--- src/rtl/serial_adder.sv ---
// ----------------------------------------------------------------------------
// serial_adder
//   Multi-cycle adder/subtractor that consumes CHUNK bits per clock, LSB
//   slice first, and takes STEPS = WIDTH/CHUNK RUN cycles per operation.
//   Subtraction is a + ~b + ~cin, so cout reads as "not borrow".
//   WIDTH must be an integer multiple of CHUNK.
//
// Ports
//   clk    in          rising-edge clock
//   rst    in          synchronous active-high reset
//   start  in          begin an operation (only looked at in IDLE)
//   a, b   in  WIDTH   operands, captured at the accepting edge
//   cin    in          carry-in (add) / borrow-in (sub)
//   sub    in          0 = add, 1 = subtract
//   busy   out         high for the STEPS cycles of RUN
//   done   out         one-cycle pulse, result valid
//   sum    out WIDTH   result, held until the next done
//   cout   out         carry out of the MSB (not-borrow for sub)
//   ovf    out         signed overflow
// ----------------------------------------------------------------------------
module serial_adder #(
    parameter int WIDTH = 8,
    parameter int CHUNK = 1
) (
    input  logic             clk,
    input  logic             rst,
    input  logic             start,
    input  logic [WIDTH-1:0] a,
    input  logic [WIDTH-1:0] b,
    input  logic             cin,
    input  logic             sub,
    output logic             busy,
    output logic             done,
    output logic [WIDTH-1:0] sum,
    output logic             cout,
    output logic             ovf
);

    localparam int STEPS = WIDTH / CHUNK;
    localparam int CW    = $clog2(STEPS + 1);

    typedef enum logic [1:0] {IDLE, RUN, DONE} state_t;

    state_t state, state_nxt;

    logic [WIDTH-1:0]       sa, sb;      // operand shift registers
    logic [WIDTH-1:0]       acc;         // partial result, filled from the top
    logic                   carry;
    logic [CW-1:0]          cnt;

    logic                   last;
    logic [CHUNK:0]         slice;
    logic [WIDTH+CHUNK-1:0] acc_cat;
    logic [WIDTH-1:0]       acc_nxt;
    logic                   msb_cin;

    assign last = (cnt == CW'(STEPS - 1));

    always_comb begin
        slice   = {1'b0, sa[CHUNK-1:0]} + {1'b0, sb[CHUNK-1:0]} + {{CHUNK{1'b0}}, carry};
        // New slice enters at the top; concatenation form keeps CHUNK == WIDTH legal.
        acc_cat = {slice[CHUNK-1:0], acc};
        acc_nxt = acc_cat[WIDTH+CHUNK-1:CHUNK];
        // Carry into the top bit of this slice, recovered from its sum bit.
        // Only meaningful on the final slice, where that bit is the MSB.
        msb_cin = slice[CHUNK-1] ^ sa[CHUNK-1] ^ sb[CHUNK-1];
    end

    // State register
    always_ff @(posedge clk) begin
        if (rst) state <= IDLE;
        else     state <= state_nxt;
    end

    // Next state and status outputs
    always_comb begin
        state_nxt = state;
        busy      = 1'b0;
        done      = 1'b0;
        case (state)
            IDLE: if (start) state_nxt = RUN;
            RUN: begin
                busy = 1'b1;
                if (last) state_nxt = DONE;
            end
            DONE: begin
                done      = 1'b1;
                state_nxt = IDLE;
            end
            default: state_nxt = IDLE;
        endcase
    end

    // Datapath
    always_ff @(posedge clk) begin
        if (rst) begin
            sa    <= '0;
            sb    <= '0;
            acc   <= '0;
            carry <= 1'b0;
            cnt   <= '0;
            sum   <= '0;
            cout  <= 1'b0;
            ovf   <= 1'b0;
        end else begin
            case (state)
                IDLE: begin
                    if (start) begin
                        sa    <= a;
                        sb    <= b ^ {WIDTH{sub}};
                        carry <= cin ^ sub;
                        acc   <= '0;
                        cnt   <= '0;
                    end
                end
                RUN: begin
                    sa    <= sa >> CHUNK;
                    sb    <= sb >> CHUNK;
                    acc   <= acc_nxt;
                    carry <= slice[CHUNK];
                    cnt   <= cnt + CW'(1);
                    // Visible outputs change only once the whole word is ready.
                    if (last) begin
                        sum  <= acc_nxt;
                        cout <= slice[CHUNK];
                        ovf  <= msb_cin ^ slice[CHUNK];
                    end
                end
                default: ;
            endcase
        end
    end

endmodule

--- config.mk ---
export PLATFORM = sky130hd
export DESIGN_NAME = serial_adder
export DESIGN_NICKNAME = d
export VERILOG_FILES = /design/src/rtl/serial_adder.sv
export SDC_FILE = /design/constraint.sdc
export NUM_CORES = 1
export LEC_CHECK = 0
export ABC_AREA = 1
export BUFFER_PORTS_ARGS = -buffer_cell sky130_fd_sc_hd__buf_2
export CORE_ASPECT_RATIO = 0.6
export CORE_MARGIN = 4
export CORE_UTILIZATION = 40
export CTS_BUF_LIST = sky130_fd_sc_hd__clkbuf_4 sky130_fd_sc_hd__clkbuf_8 sky130_fd_sc_hd__clkbuf_16
export DETAILED_ROUTE_END_ITERATION = 7
export REMOVE_ABC_BUFFERS = 1
export SLEW_MARGIN = 15
export SYNTH_ARGS = -nofsm -noshare
export SYNTH_HDL_FRONTEND = slang
export SYNTH_SLANG_ARGS = --single-unit
--- constraint.sdc ---
create_clock -name clk -period 1.6 [get_ports clk]
set_input_delay 0.4 -clock clk [delete_from_list [all_inputs] [get_ports clk]]
set_output_delay 0.4 -clock clk [all_outputs]
set_load 0.02 [all_outputs]
==> metrics <==
commonest non-fill, non-tap cell in the layout=nand2_1; DRC=0; final slew viol count=0; Root Buffer=clkbuf_8; fin crit share=0.950; largest net degree at the start of global routing=21; Final nets=335; DRT iter0 DRCs=78; total core area=0.00426 sq mm; Die W=95.4 microns; die area=0.00576 sq mm; Longest Clk Path Bufs=2; DP Cell Count=364; Arr. time, crit path=1120 ps; CTS tree=built; worst path required time=1200 ps; Critical Path Source=state[1]$_SDFFE_PP0P_; fmax=658 MHz; drt pass-1 iters=4; chip height=60.4 microns; crit end category=primary output; critical path class=reg -> out; Seq/Total Area, Yosys=0.437; RSZ-0062 raised after global routing=no; Mapped Area=0.00183 sq mm; synthesis-stage register bit count=40; gr ovfl total=0; CTS H-Tree Depth=2; # diodes=0; max_slew headroom=0.812; CP max FO=3; final clock skew=4.38 ps; Reg clk slew, reported paths=80 ps; Max VDD drop=0.366 mV; Worst Setup Start Kind=flop; Total Neg Setup Slack=0 ps; Placer Congestion=0.797; wire per inst=11.6 microns; post-layout util=0.521; Leakage=1.06 nW; Cell variety after synth=18; Synth area leaders=dfxtp_1 (44%), nand2_1 (17%), nand3_1 (9.0%); worst hold slack=349 ps; Synth Area per Inst=6.83 sq um; vias in the first global route=1575; Worst Max-Slew Pin Slew=281 ps; initial antenna violation count=0; max-cap viol count=0; antenna-violating nets left=0; CTS buffer count=5; clock latency on the worst-skew pair=290 ps; share of layout cells above drive strength 1=0.202; Final min period=1520 ps; Initial Util=0.430; min-delay src=a[7]; Clock Sinks=40; final hold violation count=0; Syn. warnings=0; via count=1763; PortBufs=32; outcome=completed; Post-Route WL=4320 microns; hpwl dp=3280 microns; Synth top area share=0.437; fillers=437; pwr/cell area=941 mW/mm^2; Rows=18; area grow syn2layout=21.0%; Top-Level Pins=33; CTS Hold Buffers Added=0; GRT Overall Usage=0.165; worst flop-to-flop path startpoint=sb[0]$_SDFFE_PP0P_; Post-Syn Instances=268; non-filler cells, final=372; final setup violating endpoints=0; most frequent cells in the layout=nand2_1 (84), dfxtp_1 (37), nor2_1 (33), nand3_1 (33), buf_2 (32); hold crit path type=in -> reg; Yosys top cell by area=dfxtp_1; first-pass GRT wire length=7200 microns; vias per cell=4.74
## metrics by stage
step                instance area (sq um)  setup WS (ps)  power [mW]
floorplan                            1760           8.87        1.30
finish                               2220           80.2        2.09
detailed placement                   2120           82.4        1.45
CTS                                  2210           40.6        2.10
global placement                     2120            139        1.44
global route                         2220           2.19        2.21
## cell type report
class,count,area (sq um),area share
Multi-Input combinational cell,192,878,0.396
Sequential cell,40,805,0.363
Timing Repair Buffer,49,288,0.130
Inverter,24,90.1,0.0406
Clock buffer,6,76.3,0.0344
Tap cell,60,75.1,0.0339
Clock inverter,1,5.00,0.00226
## synthesized netlist by cell type (all sizes together)
| cell | instances |
|---|---|
| nand2 | 86 |
| clkbuf | 2 |
| fa | 1 |
| buf | 10 |
| dfxtp | 40 |
| a31oi | 5 |
| inv | 24 |
| a21oi | 7 |
| ha | 1 |
| xor2 | 1 |
| xnor2 | 4 |
| nand3 | 33 |
| o22ai | 5 |
| o21ai | 14 |
| nor2 | 35 |
## power by group
part | switching [mW] | internal [mW] | total, mW | leakage, nW
Clock | 0.334 | 0.313 | 0.647 | 0.0445
Combinational | 0.219 | 0.147 | 0.366 | 0.688
Sequential | 0.0300 | 1.04 | 1.07 | 0.327
Total | 0.583 | 1.50 | 2.09 | 1.06
## routing by layer
| layer | vias up | part of all wire | track usage |
|---|---|---|---|
| met5 | - | 0 | 0 |
| met3 | 4 | 0.060 | 0.0508 |
| li1 | 934 | - | - |
| met4 | 0 | 0.0069 | 0.0554 |
| met1 | 779 | 0.54 | 0.233 |
| met2 | 46 | 0.39 | 0.241 |
## flip-flops by register name (all words and copies together) (netlist names)
register and count:
carry 1, sa 8, state 2, cnt 4
sb 8, acc 7, cout 1, ovf 1
sum 8
## worst max-delay path, stage by stage (launching register included)
cell and delay, ps:
dfxtp_1 420, inv_1 110, nor2_1 120, buf_2 180
## final timing paths
check / slack, ps / endpoint / depth (start not counted)
max: 80 / done / 3
min: 350 / sa[7]$_SDFFE_PP0P_ / 3
max reg2reg: 110 / ovf$_SDFFE_PP0P_ / 9
min reg2reg: 460 / sum[2]$_SDFFE_PP0P_ / 2
## what timing repair did
action,4_1_cts,5_1_grt
setup endpoints to repair,1,2
endpoints found under the hold margin,0,0
pin swaps,0,1
gates resized for setup,1,3
setup buffers,0,1
## logic make-up (layout without fill, tap and decap cells)
logic type	count (synthesis)	in the layout	synth area share
xor gates and xnor gates	5	5	0.0239
DFF	40	40	0.437
buffers and inverters	36	80	0.0861
adders and majority gates	2	2	0.0178
and+or+nand+nor	154	154	0.344
AOI/OAI and AO/OA	31	31	0.0915
Note: power is estimated with default switching activity, not from simulation.
